===== config.mk =====
export PLATFORM = sky130hd
export DESIGN_NAME = trap_sequencer_flat
export DESIGN_NICKNAME = d
export VERILOG_FILES = /design/src/rtl/trap_sequencer_if.sv /design/src/rtl/trap_sequencer.sv /design/src/flat_wrapper.sv
export SDC_FILE = /design/constraint.sdc
export NUM_CORES = 1
export LEC_CHECK = 0
export CAP_MARGIN = 20
export CORE_UTILIZATION = 50
export DETAILED_ROUTE_END_ITERATION = 7
export PLACE_DENSITY = 0.78
export REMOVE_ABC_BUFFERS = 1
export SLEW_MARGIN = 20
export SYNTH_ARGS = -nofsm -noshare
export SYNTH_HDL_FRONTEND = slang
export SYNTH_SLANG_ARGS = --single-unit

===== constraint.sdc =====
create_clock -name clk -period 2.1 [get_ports clk]
set_clock_uncertainty 0.15 [all_clocks]
set_input_delay 0.42 -clock clk [delete_from_list [all_inputs] [get_ports clk]]
set_output_delay 0.42 -clock clk [all_outputs]
set_load 0.01 [all_outputs]

===== src/rtl/trap_sequencer_if.sv =====
// Trap sequencer bus: interrupt lines, CSR enables, EX-stage events and trap strobes.
// master = pipeline/CSR side driving requests; slave = the sequencer driving strobes.
// Strobes are held by the sequencer while stall_IF is high; no other flow control.
interface trap_sequencer_if #(
  parameter int unsigned CNT_W = 16
);
  logic             irq_ext;
  logic             irq_timer;
  logic             mie_in;
  logic             meie_in;
  logic             mtie_in;
  logic             wfi_valid;
  logic             mret_valid;
  logic             stall_IF;
  logic             intr_ex;
  logic             intr_t;
  logic             intr_end_ex;
  logic             intr_end_t;
  logic             flush;
  logic             wfi_signal;
  logic             in_trap;
  logic             cause;
  logic [CNT_W-1:0] handler_cycles;

  modport master (
    output irq_ext, irq_timer, mie_in, meie_in, mtie_in, wfi_valid, mret_valid, stall_IF,
    input  intr_ex, intr_t, intr_end_ex, intr_end_t, flush, wfi_signal, in_trap, cause,
           handler_cycles
  );

  modport slave (
    input  irq_ext, irq_timer, mie_in, meie_in, mtie_in, wfi_valid, mret_valid, stall_IF,
    output intr_ex, intr_t, intr_end_ex, intr_end_t, flush, wfi_signal, in_trap, cause,
           handler_cycles
  );
endinterface


===== src/rtl/trap_sequencer.sv =====
// M-mode trap entry/exit sequencer: arbitrates ext/timer interrupts, parks on WFI, strobes the CSR.
// Latency: request sampled at edge N -> entry strobe from cycle N+1; MRET at edge M -> exit strobe at M+1.
// Backpressure: entry/exit strobes and flush are held for as long as stall_IF is high.
module trap_sequencer #(
  parameter int unsigned GAP   = 2,
  parameter int unsigned CNT_W = 16
) (
  input logic             clk,
  input logic             rst,
  trap_sequencer_if.slave bus
);

  typedef enum logic [2:0] {
    S_IDLE    = 3'd0,
    S_WFI     = 3'd1,
    S_ENTER   = 3'd2,
    S_HANDLER = 3'd3,
    S_EXIT    = 3'd4
  } state_t;

  localparam logic [3:0] GAP_L = 4'(GAP);

  state_t           state_q;
  logic [3:0]       gap_q;
  logic             cause_q;
  logic [CNT_W-1:0] cycles_q;

  logic pend_ext;
  logic pend_t;
  logic pend_any;
  logic take;

  // Enabled request terms; external has priority when the cause is latched.
  assign pend_ext = bus.irq_ext & bus.meie_in;
  assign pend_t   = bus.irq_timer & bus.mtie_in;
  assign pend_any = pend_ext | pend_t;
  assign take     = bus.mie_in & pend_any & (gap_q == 4'd0);

  // Single state machine: state, cause latch, post-exit gap counter and handler cycle counter.
  always_ff @(posedge clk or posedge rst) begin
    if (rst) begin
      state_q  <= S_IDLE;
      gap_q    <= 4'd0;
      cause_q  <= 1'b0;
      cycles_q <= '0;
    end else begin
      case (state_q)
        S_IDLE: begin
          if (gap_q != 4'd0) gap_q <= gap_q - 4'd1;
          // A simultaneous WFI loses to the trap; MRET here is meaningless and dropped.
          if (take) begin
            state_q <= S_ENTER;
            cause_q <= pend_ext;
          end else if (bus.wfi_valid) begin
            state_q <= S_WFI;
          end
        end
        S_WFI: begin
          if (gap_q != 4'd0) gap_q <= gap_q - 4'd1;
          // A pending but globally masked interrupt wakes the core without trapping.
          if (take) begin
            state_q <= S_ENTER;
            cause_q <= pend_ext;
          end else if (pend_any & ~bus.mie_in) begin
            state_q <= S_IDLE;
          end
        end
        S_ENTER: begin
          // Entry is committed: a request dropping here does not cancel it.
          if (!bus.stall_IF) begin
            state_q  <= S_HANDLER;
            cycles_q <= '0;
          end
        end
        S_HANDLER: begin
          if (cycles_q != '1) cycles_q <= cycles_q + CNT_W'(1);
          if (bus.mret_valid & ~bus.stall_IF) state_q <= S_EXIT;
        end
        S_EXIT: begin
          if (!bus.stall_IF) begin
            state_q <= S_IDLE;
            gap_q   <= GAP_L;
          end
        end
        default: state_q <= S_IDLE;
      endcase
    end
  end

  // Outputs are pure decodes of registered state, so reset clears them immediately.
  assign bus.intr_ex        = (state_q == S_ENTER) &  cause_q;
  assign bus.intr_t         = (state_q == S_ENTER) & ~cause_q;
  assign bus.intr_end_ex    = (state_q == S_EXIT)  &  cause_q;
  assign bus.intr_end_t     = (state_q == S_EXIT)  & ~cause_q;
  assign bus.flush          = (state_q == S_ENTER) | (state_q == S_EXIT);
  assign bus.wfi_signal     = (state_q == S_WFI);
  assign bus.in_trap        = (state_q == S_ENTER) | (state_q == S_HANDLER) | (state_q == S_EXIT);
  assign bus.cause          = cause_q;
  assign bus.handler_cycles = cycles_q;

endmodule

===== src/flat_wrapper.sv =====
// flat-port wrapper written by rule: the top's interface ports become plain ports
module trap_sequencer_flat 
#(
  parameter int unsigned GAP   = 2,
  parameter int unsigned CNT_W = 16
)
  (clk, rst, bus_irq_ext, bus_irq_timer, bus_mie_in, bus_meie_in, bus_mtie_in, bus_wfi_valid, bus_mret_valid, bus_stall_IF, bus_intr_ex, bus_intr_t, bus_intr_end_ex, bus_intr_end_t, bus_flush, bus_wfi_signal, bus_in_trap, bus_cause, bus_handler_cycles);
  trap_sequencer_if #(.CNT_W(CNT_W)) bus_i ();
  input logic clk;
  input logic rst;
  input wire logic [$bits(bus_i.irq_ext)-1:0] bus_irq_ext;
  input wire logic [$bits(bus_i.irq_timer)-1:0] bus_irq_timer;
  input wire logic [$bits(bus_i.mie_in)-1:0] bus_mie_in;
  input wire logic [$bits(bus_i.meie_in)-1:0] bus_meie_in;
  input wire logic [$bits(bus_i.mtie_in)-1:0] bus_mtie_in;
  input wire logic [$bits(bus_i.wfi_valid)-1:0] bus_wfi_valid;
  input wire logic [$bits(bus_i.mret_valid)-1:0] bus_mret_valid;
  input wire logic [$bits(bus_i.stall_IF)-1:0] bus_stall_IF;
  output wire logic [$bits(bus_i.intr_ex)-1:0] bus_intr_ex;
  output wire logic [$bits(bus_i.intr_t)-1:0] bus_intr_t;
  output wire logic [$bits(bus_i.intr_end_ex)-1:0] bus_intr_end_ex;
  output wire logic [$bits(bus_i.intr_end_t)-1:0] bus_intr_end_t;
  output wire logic [$bits(bus_i.flush)-1:0] bus_flush;
  output wire logic [$bits(bus_i.wfi_signal)-1:0] bus_wfi_signal;
  output wire logic [$bits(bus_i.in_trap)-1:0] bus_in_trap;
  output wire logic [$bits(bus_i.cause)-1:0] bus_cause;
  output wire logic [$bits(bus_i.handler_cycles)-1:0] bus_handler_cycles;
  assign bus_i.irq_ext = bus_irq_ext;
  assign bus_i.irq_timer = bus_irq_timer;
  assign bus_i.mie_in = bus_mie_in;
  assign bus_i.meie_in = bus_meie_in;
  assign bus_i.mtie_in = bus_mtie_in;
  assign bus_i.wfi_valid = bus_wfi_valid;
  assign bus_i.mret_valid = bus_mret_valid;
  assign bus_i.stall_IF = bus_stall_IF;
  assign bus_intr_ex = bus_i.intr_ex;
  assign bus_intr_t = bus_i.intr_t;
  assign bus_intr_end_ex = bus_i.intr_end_ex;
  assign bus_intr_end_t = bus_i.intr_end_t;
  assign bus_flush = bus_i.flush;
  assign bus_wfi_signal = bus_i.wfi_signal;
  assign bus_in_trap = bus_i.in_trap;
  assign bus_cause = bus_i.cause;
  assign bus_handler_cycles = bus_i.handler_cycles;
  trap_sequencer #(.GAP(GAP), .CNT_W(CNT_W)) u_core (.clk(clk), .rst(rst), .bus(bus_i));
endmodule

## Yosys cells after proc, flatten, opt, wreduce, memory -nomap -nowiden

Cells that the tools add are included.

| cells by class | value |
|---|---|
| muxes and demuxes | 14 |
| reductions and logical operators | 10 |
| equal/unequal tests | 12 |
| add/sub/neg operators | 2 |
| bitwise gates (word level) | 17 |

Operators by type and width:

| kind | number |
|---|---|
| $mux W16 | 2 |
| $pmux W16 S2 | 1 |
| $mux W3 | 7 |
| $add A16 B1 Y16 const B | 1 |
| $ne A16 B16 Y1 const B | 1 |
| $pmux W3 S5 | 1 |
| $and A1 B1 Y1 | 10 |
| $mux W4 | 2 |
| $pmux W4 S2 | 1 |
| $eq A3 B2 Y1 const B | 2 |
| $ne A2 B1 Y1 const B | 3 |
| $reduce_and A3 Y1 | 2 |
| $reduce_and A5 Y1 | 1 |
| $logic_not A4 Y1 | 1 |
| $ne A2 B2 Y1 const B | 2 |
| $or A1 B1 Y1 | 4 |
| $reduce_bool A2 Y1 | 2 |
| $reduce_bool A4 Y1 | 1 |
| $sub A4 B1 Y4 const B | 1 |
| $eq A3 B1 Y1 const B | 1 |
| $eq A3 B3 Y1 const B | 1 |
| $logic_not A3 Y1 | 1 |
| $ne A3 B1 Y1 const B | 1 |
| $ne A3 B2 Y1 const B | 1 |
| 3 further kinds | 5 |

| storage, ports and cells | value |
|---|---|
| output and inout port bits | 24 |
| bits in registers | 24 |

## Depth between registers and ports, before layout

| logic depth | value |
|---|---|
| word-level depth | 6 |
| gate-level depth with buffers | 7 |

## Worst setup path after synthesis

Ideal clock, no wire load.

| timing path | value |
|---|---|
| path kind | register to register |
| from | reg u_core.cycles_q[0], in the netlist u_core.bus.handler_cycles[0] |
| to | reg u_core.cycles_q[1], in the netlist u_core.bus.handler_cycles[1] |
| clock period less this slack | 1,939 ps |
| required time | 1,829 ps |
| slack | 161 ps |
| cell stages (with the launch flop) | 8 |
| data arrival time | 1,668 ps |
| path through | dfrtp_1 -> ha_1 -> and2_1 -> buf_2 -> nand4_4 -> or2_1 -> buf_6 -> a32o_2 |

| on the way | value |
|---|---|
| word-level cells in the longest chain between the ends | 3 |
| elaborated cells between the ends (all ways) | 6 |

RTL lines:

| what | line | source |
|---|---|---|
| start: declaration | trap_sequencer.sv:26 | `logic [CNT_W-1:0] cycles_q;` |
| start signal: assignment | trap_sequencer.sv:76 | `if (cycles_q != '1) cycles_q <= cycles_q + CNT_W'(1);` |
| $add A16 B1 Y16 or $ne A16 B16 Y1 (tied branches) | trap_sequencer.sv:76 |  |
| $mux W16 or $ne A2 B1 Y1 (tied branches) | n/a |  |
| $pmux W16 S2 or $reduce_and A3 Y1 (tied branches) | n/a |  |

Parallel ways exist; a longest one is shown, timed or not. The select of a mux whose other input is x is not followed.
A chain may end at the register's enable or synchronous reset.

## Worst setup path in the final report

| timing path | value |
|---|---|
| from | reg u_core.state_q[2] |
| to | out bus_intr_t |

| on the way | value |
|---|---|
| word-level cells in the longest chain between the ends | 2 |

RTL lines:

| what | line | source |
|---|---|---|
| start: declaration | trap_sequencer.sv:23 | `state_t state_q;` |
| start signal: assignment | trap_sequencer.sv:42 | `state_q <= S_IDLE;` |
| start signal: assignment | trap_sequencer.sv:52 | `state_q <= S_ENTER;` |
| start signal: assignment | trap_sequencer.sv:55 | `state_q <= S_WFI;` |
| $eq A3 B2 Y1 | trap_sequencer.sv:92 | `assign bus.intr_t = (state_q == S_ENTER) & ~cause_q;` |
| $and A1 B1 Y1 | trap_sequencer.sv:92 |  |
| end: declaration | flat_wrapper.sv:20 | `output wire logic [$bits(bus_i.intr_t)-1:0] bus_intr_t;` |

Every way passes these cells.

==> out/metrics.cfg <==
[timing]
worst_slack_ns=0.0966
slew_viol_final=0
period_needed_ns=2.00
hold_viol=0
setup_violations=0
fmax_mhz=499
setup_tns_ns=0
tightest_slew_ns=0.474
finalHoldWorstSlack_ns=0.203
fin_crit_sh_pct=95.4
rsz0062_at_grt=no
relSlewSlack_pct=68.1

[synthesis]
synth_ff_type=dfrtp_1
synth_area_um2=1530
synth_cell_types=45
synthTopCellsByArea=dfrtp_1 (39%), o21ai_0 (5.2%), nand2_1 (4.4%)
synth_cells=175
synth_edf_count=0
synth_top_cell_by_area=dfrtp_1
synth_seq_cells=24
yosys.area.top_type_share_pct=39.3
seq_area_frac_synth_pct=39.3
ys_async_sr_fraction_pct=100
yosys_warnings=0
avgSynthCellArea_um2=8.74

[run_status]
outcome=finished, violations left
violations=design-rule violations

[clock_tree]
cts_buffer_depth=2
cts.sinks=24
path_clk_slew_ns=0.14
h-tree-depth=1
clock_latency_ns=0.32
clock-root-buffer=clkbuf_4
cts_tree=yes
cts-buffers-inserted=3

[drt]
drtAntennaViolNets=0
vias=1551
drt_iter0_drc=68
via_per_inst=6.36
wl_per_cell_um=15.8
drt_wl_total_um=3860
drt_pass1_iterations=6
drcViolationCount=2

[critical_path]
crit_type=flip-flop to output pin
r2r_start=u_core.gap_q[1]
worstSetupEndpointType=output pin
ff2ff_path_depth=6
crit_fanout=7
critical-path-top-delay-family=flip-flops
slowest_delay_ns=0.43
crit_chain=nand2b_2, nor3_1, dlygate4sd2_1
r2r_end=u_core.state_q[0]
crit_required_ns=1.53
cp.arrival_ns=1.43
cp-start-kind=flip-flop
crit_buf_inv=1
rrSetupSlack_ns=0.12
cp_slowest_cell=dfrtp_1

[floorplan]
die_area_um2=3280
initial_core_util_pct=54.0
ioPinCount=34
num_rows=19
die_w_um=57.3
coreArea_um2=2830
die_h_um=57.3

[placement]
hpwl_um=2860
pre_cts_ws_ns=0.0440
io_buffers=33
place_congestion=0.850

[grt]
grt_pass1_vias=1513
grt_util_all_layers_pct=26.1
grt_pass1_wl_um=6670
antenna_found_initial=0
grt_max_degree=18
gr-total-overflow=0

[finish]
drive_gt1_share_pct=10.8
n_fill_cell=237
area_growth_pct=29.9
diodes=0
nNetsFinal=227

[pwr]
p_per_area_nw_per_um2=1050
p_leak_nw=0.914
vdd_drop_max_mv=0.531

[hold_path]
hold_class=primary input to async pin

[flow_run]
maxCapViolations=0

==> area by class of cell <==
type | instances | area, µm² | share of cell area (%)
multi-input cells | 132 | 838 | 42.2
flip-flops and latches | 24 | 602 | 30.3
repair buffers | 45 | 424 | 21.4
well taps | 31 | 38.8 | 1.95
clock inverters | 1 | 30.0 | 1.51
inverters | 8 | 30.0 | 1.51
clock buffers | 3 | 22.5 | 1.13
==> cell usage in the layout (no fill, tap or decap), drive strengths merged, types with 3 or more instances in the layout <==
cell type,netlist,layout
buf,5,12
and3,4,4
nand3,10,10
nand2b,3,3
dlygate4sd2,0,7
o211ai,7,7
nor4,4,4
nor3,6,6
clkdlybuf4s50,0,26
nand2,18,18
dfrtp,24,24
a21oi,7,7
nor2,8,8
clkbuf,6,3
nand4,4,4
o21ai,16,16
a31oi,3,3
inv,8,8
a211o,3,3
nor3b,4,4
ha,3,3
==> sequential cells by signal, indices dropped and copies added, names as in the netlist <==
signal	flops
u_core.gap_q	4
u_core.bus.handler_cycles	16
u_core.bus.cause	1
u_core.state_q	3
==> timing repair <==
item | in CTS | in global routing
pin swaps | 0 | 0
endpoints found under the setup margin | 7 | 6
setup buffers | 3 | 0
resized for setup | 9 | 3
hold buffers | 0 | 0
cloned | 0 | 0
==> through the flow <==
| step | area [µm²] | total power, mW | std cells | utilization, % |
|---|---|---|---|---|
| 3_3_place_gp | 1920 | 1.67 | 237 | 67.7 |
| 6_report | 1990 | 2.09 | 244 | 70.2 |
| 2_1_floorplan | 1470 | 1.27 | 164 | - |
| 3_5_place_dp | 1920 | 1.73 | 237 | 67.7 |
| 5_1_grt | 1990 | 2.24 | 244 | 70.2 |
| 4_1_cts | 1990 | 2.08 | 244 | 70.2 |
==> synthesized netlist by cell type, types with 4 or more instances <==
library cell / count
dfrtp_1: 24
nand2_1: 18
o21ai_0: 16
nand3_1: 10
inv_1: 8
nor2_1: 8
a21oi_1: 7
o211ai_1: 7
nor3_1: 6
and3_1: 4
clkbuf_1: 4
nor3b_1: 4
nor4_1: 4
==> power breakdown <==
| part | leakage [nW] | internal [mW] | total [mW] | switching, mW |
|---|---|---|---|---|
| Combinational | 0.569 | 0.473 | 0.927 | 0.454 |
| Clock | 0.0279 | 0.193 | 0.344 | 0.151 |
| Sequential | 0.317 | 0.609 | 0.815 | 0.206 |
| Total | 0.914 | 1.28 | 2.09 | 0.810 |
==> logic make-up (layout without fill, tap and decap cells) <==
kind of cell	Yosys count	count (layout)	share of synthesized area [%]
adders and majority gates	3	3	2.46
and+or+nand+nor	71	71	25.6
buffers and inverters	19	57	6.06
DFF	24	24	39.3
muxes	3	3	2.05
AOI/OAI and AO/OA	55	55	24.6
==> how the worst max path moves through the flow <==
stage	to	cells after the start	startpoint	slack [ns]
floorplan	u_core.bus.handler_cycles[1]	4	u_core.state_q[0]	0.14
finish	bus_intr_t	3	u_core.state_q[2]	0.1
global placement	u_core.state_q[0]	5	bus_irq_ext	0.09
global route	u_core.state_q[0]	6	u_core.gap_q[1]	0.001
detailed placement	u_core.state_q[0]	5	bus_irq_ext	0.04
CTS	u_core.state_q[0]	6	u_core.gap_q[0]	0.05
==> per-layer routing <==
layer	wire, µm	global-route usage (%)	up-vias	part of all wire (%)
li1	-	-	734	-
met1	1720	33.6	766	45
met2	1930	45.4	45	50
met3	165	2.72	6	4.3
met4	42	9.76	0	1.1
met5	0	0	-	0
Power figures use the tool's default switching activity.
